**src/rtl/dht11_frame_assembler.sv**
```systemverilog
// DHT11 frame assembler.
// Collects 40 decoded bits from the bit receiver, verifies the checksum byte,
// and publishes the humidity and temperature bytes with one-cycle status pulses.
// It also aborts a frame on a long inter-bit gap and keeps ok/error counters.
module dht11_frame_assembler #(
  parameter int TIMEOUT_CYCLES = 2000
) (
  input  logic       clk,
  input  logic       rst,
  input  logic       frame_start,
  input  logic       bit_valid,
  input  logic       bit_value,
  output logic [7:0] humidity_int,
  output logic [7:0] humidity_dec,
  output logic [7:0] temp_int,
  output logic [7:0] temp_dec,
  output logic       data_valid,
  output logic       checksum_error,
  output logic       timeout_error,
  output logic       busy,
  output logic [7:0] ok_count,
  output logic [7:0] err_count
);

  localparam int GAP_W = $clog2(TIMEOUT_CYCLES) + 1;
  localparam logic [GAP_W-1:0] GAP_LAST = GAP_W'(TIMEOUT_CYCLES - 1);
  localparam logic [5:0] BIT_LAST = 6'd39;

  typedef enum logic [1:0] {
    S_IDLE    = 2'd0,
    S_COLLECT = 2'd1,
    S_CHECK   = 2'd2
  } state_t;

  state_t state_q, state_d;

  logic [39:0]      shift_q, shift_d;
  logic [5:0]       bit_cnt_q, bit_cnt_d;
  logic [GAP_W-1:0] gap_cnt_q, gap_cnt_d;
  logic [7:0]       hum_int_q, hum_int_d;
  logic [7:0]       hum_dec_q, hum_dec_d;
  logic [7:0]       tmp_int_q, tmp_int_d;
  logic [7:0]       tmp_dec_q, tmp_dec_d;
  logic             data_valid_q, data_valid_d;
  logic             cs_err_q, cs_err_d;
  logic             to_err_q, to_err_d;
  logic [7:0]       ok_cnt_q, ok_cnt_d;
  logic [7:0]       err_cnt_q, err_cnt_d;

  // Frame bytes as seen in the CHECK cycle; byte 0 arrived first.
  logic [7:0] b0, b1, b2, b3, b4;
  logic [7:0] sum;
  logic [7:0] err_inc;

  assign b0      = shift_q[39:32];
  assign b1      = shift_q[31:24];
  assign b2      = shift_q[23:16];
  assign b3      = shift_q[15:8];
  assign b4      = shift_q[7:0];
  assign sum     = b0 + b1 + b2 + b3;
  // Error counter holds at its maximum instead of wrapping.
  assign err_inc = (err_cnt_q == 8'hFF) ? err_cnt_q : err_cnt_q + 8'd1;

  // State register.
  always_ff @(posedge clk or negedge rst) begin
    if (!rst) begin
      state_q <= S_IDLE;
    end else begin
      state_q <= state_d;
    end
  end

  // Next-state decode; frame_start always wins over a coincident bit.
  always_comb begin
    state_d = state_q;
    case (state_q)
      S_IDLE: begin
        if (frame_start) state_d = S_COLLECT;
      end
      S_COLLECT: begin
        if (frame_start) begin
          state_d = S_COLLECT;
        end else if (bit_valid) begin
          if (bit_cnt_q == BIT_LAST) state_d = S_CHECK;
        end else if (gap_cnt_q == GAP_LAST) begin
          state_d = S_IDLE;
        end
      end
      S_CHECK: begin
        state_d = frame_start ? S_COLLECT : S_IDLE;
      end
      default: state_d = S_IDLE;
    endcase
  end

  // Busy is a pure decode of the state register.
  always_comb begin
    busy = (state_q != S_IDLE);
  end

  // Datapath next-state: shifting, gap supervision, checksum and counters.
  always_comb begin
    shift_d      = shift_q;
    bit_cnt_d    = bit_cnt_q;
    gap_cnt_d    = gap_cnt_q;
    hum_int_d    = hum_int_q;
    hum_dec_d    = hum_dec_q;
    tmp_int_d    = tmp_int_q;
    tmp_dec_d    = tmp_dec_q;
    ok_cnt_d     = ok_cnt_q;
    err_cnt_d    = err_cnt_q;
    data_valid_d = 1'b0;
    cs_err_d     = 1'b0;
    to_err_d     = 1'b0;
    case (state_q)
      S_IDLE: begin
        if (frame_start) begin
          shift_d   = '0;
          bit_cnt_d = '0;
          gap_cnt_d = '0;
        end
      end
      S_COLLECT: begin
        if (frame_start) begin
          shift_d   = '0;
          bit_cnt_d = '0;
          gap_cnt_d = '0;
        end else if (bit_valid) begin
          shift_d   = {shift_q[38:0], bit_value};
          bit_cnt_d = bit_cnt_q + 6'd1;
          gap_cnt_d = '0;
        end else if (gap_cnt_q == GAP_LAST) begin
          to_err_d  = 1'b1;
          err_cnt_d = err_inc;
        end else begin
          gap_cnt_d = gap_cnt_q + GAP_W'(1);
        end
      end
      S_CHECK: begin
        if (sum == b4) begin
          hum_int_d    = b0;
          hum_dec_d    = b1;
          tmp_int_d    = b2;
          tmp_dec_d    = b3;
          data_valid_d = 1'b1;
          ok_cnt_d     = ok_cnt_q + 8'd1;
        end else begin
          cs_err_d  = 1'b1;
          err_cnt_d = err_inc;
        end
        // A back-to-back frame may start while the result is being reported.
        if (frame_start) begin
          shift_d   = '0;
          bit_cnt_d = '0;
          gap_cnt_d = '0;
        end
      end
      default: ;
    endcase
  end

  // Datapath registers, all cleared by the asynchronous reset.
  always_ff @(posedge clk or negedge rst) begin
    if (!rst) begin
      shift_q      <= '0;
      bit_cnt_q    <= '0;
      gap_cnt_q    <= '0;
      hum_int_q    <= '0;
      hum_dec_q    <= '0;
      tmp_int_q    <= '0;
      tmp_dec_q    <= '0;
      data_valid_q <= 1'b0;
      cs_err_q     <= 1'b0;
      to_err_q     <= 1'b0;
      ok_cnt_q     <= '0;
      err_cnt_q    <= '0;
    end else begin
      shift_q      <= shift_d;
      bit_cnt_q    <= bit_cnt_d;
      gap_cnt_q    <= gap_cnt_d;
      hum_int_q    <= hum_int_d;
      hum_dec_q    <= hum_dec_d;
      tmp_int_q    <= tmp_int_d;
      tmp_dec_q    <= tmp_dec_d;
      data_valid_q <= data_valid_d;
      cs_err_q     <= cs_err_d;
      to_err_q     <= to_err_d;
      ok_cnt_q     <= ok_cnt_d;
      err_cnt_q    <= err_cnt_d;
    end
  end

  assign humidity_int   = hum_int_q;
  assign humidity_dec   = hum_dec_q;
  assign temp_int       = tmp_int_q;
  assign temp_dec       = tmp_dec_q;
  assign data_valid     = data_valid_q;
  assign checksum_error = cs_err_q;
  assign timeout_error  = to_err_q;
  assign ok_count       = ok_cnt_q;
  assign err_count      = err_cnt_q;

endmodule

```
**config.mk**
```make
export PLATFORM = sky130hd
export DESIGN_NAME = dht11_frame_assembler
export DESIGN_NICKNAME = d
export VERILOG_FILES = /design/src/rtl/dht11_frame_assembler.sv
export SDC_FILE = /design/constraint.sdc
export NUM_CORES = 1
export LEC_CHECK = 0
export CORE_ASPECT_RATIO = 0.75
export CORE_MARGIN = 2
export CORE_UTILIZATION = 45
export DETAILED_ROUTE_END_ITERATION = 8
export GPL_ROUTABILITY_DRIVEN = 0
export PLACE_DENSITY = 0.66
export SYNTH_ARGS = -nofsm -noshare
export SYNTH_HDL_FRONTEND = slang
export SYNTH_SLANG_ARGS = --single-unit
```
**constraint.sdc**
```tcl
create_clock -name clk -period 8.2 [get_ports clk]
set_input_delay 1.64 -clock clk [delete_from_list [all_inputs] [get_ports clk]]
set_output_delay 1.64 -clock clk [all_outputs]
set_load 0.02 [all_outputs]
```
==> run summary <==
Gate Count Post-Synth: 557
Worst-Margin Slew: 0.933 ns
Rel. slew slack: 37.8%
ANT nets after route: 0
Period utilization: 56.5%
CP Class: reg2reg
Initial drt markers: 264
Routed len/inst: 14.6 um
Vias in the first global route: 3891
CP endpoint kind: flop
Chip Width: 130 um
CP arrival: 4.87 ns
Hold EP: temp_int[4]$_DFFE_PN0P_
Period minus WS final: 4.63 ns
Fmax: 216 MHz
Final setup viols: 0
Most common cell after layout, fill and taps aside: nand2_1
Total global-route track usage: 19.0%
Total CTS buffers: 9
Syn avg cell area: 9.57 um2
RR Endpoint: err_count[1]$_DFFE_PN0P_
Hold-fix buffers, CTS: 0
Fin util: 55.4%
Share of synthesized registers carrying an async set or reset: 100%
Slowest stage delay, CP: 0.75 ns
Antenna violations before repair: 0
CTS Buffer Depth: 2
Setup TNS: 0 ns
Startpoint types: flop
Core ar.: 0.0116 mm2
Number of synthesized flops with an enable pin: 0
Clk slew on worst S/H paths: 0.08 ns
Share of cells above drive strength 1: 5.23%
Final Hold Fails: 0
Reg2Reg Setup Slack: 3.57 ns
Cell Rows: 34
First-pass GRT wire length: 19300 um
Worst reg2reg path depth: 14
P&R area growth vs syn: 20.2%
CP Max Fanout: 35
Die Y: 98.3 um
Detail Placement HPWL: 7780 um
Total routed wirelength: 11300 um
Post-CTS Setup Bufs: 0
Synth Warn #: 0
TritonRoute pass-1 iters: 4
CP dominant cell by count: fa_1
Initial Util: 46.1%
Most frequent cells in the layout: nand2_1, dfrtp_1, clkdlybuf4s50_1, nand3_1, xnor2_1
Num Clock Sinks: 111
Post-synthesis sequential area ratio: 52.1%
CTS root buffer: clkbuf_16
Die ar.: 0.0127 mm2
Drt drc: 0
Vias: 3931
Final hold slack: 0.467 ns
Max-Cap Viols: 0
Vias per Instance: 5.08
CP max stage cell: or4b_1
HP Start: temp_int[4]$_DFFE_PN0P_
CP Cell Sequence: fa_1 > inv_1 > fa_1 > inv_1 > ha_1 > fa_1 > a21o_1 > a21oi_1 > xnor2_1 > nand3_1 > or4b_1 > buf_4 > nand2_1 > mux2_2
Fillers: 1027
Status: finished clean
Syn Nets: 591
Mapped cell area: 0.00533 mm2
Final slew viol count: 0
Yosys cell types: 41
# IOs: 57
Pleak: 3.15 nW
Tightest Hold Check Type: reg2reg
Power per Cell Area: 236 mW/mm2
Most used DFF post-synth: dfrtp_1
Unrepaired setup endpoints after global routing: no
N_diodes: 0
Hold Path Depth: 2
Largest net degree at the start of global routing: 76
Nets: 641
Total grt overflow: 0
Post-CTS sizing: 0
CTS tree: built
PortBufs: 56
Yosys reg bits: 111
Worst clock skew: 0.0133 ns
Worst r2r src: shift_q[9]$_DFFE_PN0P_
Maximum vdd drop: 95.9 uV
CTS H-tree depth: 3
Worst-Skew Late Latency: 0.35 ns
Worst Path Required: 8.44 ns
-- per-layer routing --
metal / track usage [%] / part of all wire, % / vias up
li1: - / - / 1923
met2: 29.3 / 45 / 88
met3: 3.67 / 4.4 / 10
met5: 0 / 0 / -
met1: 27.8 / 49 / 1910
met4: 4.71 / 1.1 / 0
-- flip-flops by register name, summed over array words and instances, names as in the netlist --
register / count
data_valid: 1
err_count: 8
gap_cnt_q: 12
humidity_dec: 8
bit_cnt_q: 6
temp_dec: 8
checksum_error: 1
humidity_int: 8
ok_count: 8
shift_q: 40
temp_int: 8
state_q: 2
timeout_error: 1
-- cells in the mapped netlist (7+ instances only) --
master,number,area (um2)
xor2_1,13,114
xnor2_1,28,245
inv_1,22,82.6
ha_1,15,188
o21ai_0,22,110
fa_1,14,280
a21oi_1,7,35.0
nor2_1,24,90.1
nand3_1,52,260
clkbuf_1,16,60.1
dfrtp_1,111,2780
nand2_1,176,661
-- where the power goes --
| part | internal [W] | switching (W) | total (W) | leakage, nW |
|---|---|---|---|---|
| Sequential | 0.000584 | 0.0000402 | 0.000624 | 1.53 |
| Clock | 0.000302 | 0.000203 | 0.000505 | 0.168 |
| Combinational | 0.000124 | 0.000259 | 0.000384 | 1.46 |
-- metrics by stage --
| step | cell area, um2 | power, W | worst slack, ns | cells |
|---|---|---|---|---|
| final | 6400 | 0.00151 | 3.57 | 774 |
| after global routing | 6400 | 0.00159 | 3.29 | 774 |
| after CTS | 6400 | 0.00153 | 3.56 | 774 |
| after detailed placement | 6060 | 0.00102 | 3.58 | 758 |
| after global placement | 6060 | 0.00100 | 3.67 | 758 |
| after floorplan | 5330 | 0.000877 | 4.26 | 557 |
-- cells by family (layout without fill, tap and decap cells) --
family	count (synthesis)	count (layout)	share of synthesized area [%]
compound gates	48	48	5.47
xor+xnor	41	41	6.74
fa+ha+maj	29	29	8.78
buf+inv	45	100	3.31
flops	111	111	52.1
mux	1	1	0.211
simple gates	282	282	23.4
-- worst max path at each step --
| stage | startpoint | slack, ns | cells past startpoint | to |
|---|---|---|---|---|
| final | shift_q[9]$_DFFE_PN0P_ | 3.57 | 14 | err_count[1]$_DFFE_PN0P_ |
| after global routing | shift_q[9]$_DFFE_PN0P_ | 3.29 | 14 | err_count[1]$_DFFE_PN0P_ |
| after CTS | shift_q[9]$_DFFE_PN0P_ | 3.56 | 14 | err_count[1]$_DFFE_PN0P_ |
| after detailed placement | shift_q[9]$_DFFE_PN0P_ | 3.58 | 14 | err_count[1]$_DFFE_PN0P_ |
| after global placement | shift_q[9]$_DFFE_PN0P_ | 3.67 | 14 | err_count[1]$_DFFE_PN0P_ |
| after floorplan | shift_q[9]$_DFFE_PN0P_ | 4.26 | 14 | err_count[1]$_DFFE_PN0P_ |
-- area by class of cell --
cell class	instances	area, um2	share of cell area (%)
clock buffer	10	229	3.57
clock inverter	6	116	1.82
inverter	22	82.6	1.29
multi-input combinational	401	2390	37.4
sequential	111	2780	43.4
tap	162	203	3.16
timing repair buffer	62	603	9.42
-- worst max-delay path: cells and delay by family, from the launching register on --
family                     cells  cell delay (ns)
adders and majority gates      4             1.66
and+or+nand+nor                3             1.08
DFF                            1             0.43
buffers and inverters          3             0.42
AOI/OAI and AO/OA              2             0.41
muxes                          1             0.34
xor gates and xnor gates       1             0.15
No activity file was read; power rests on OpenSTA's default activity.
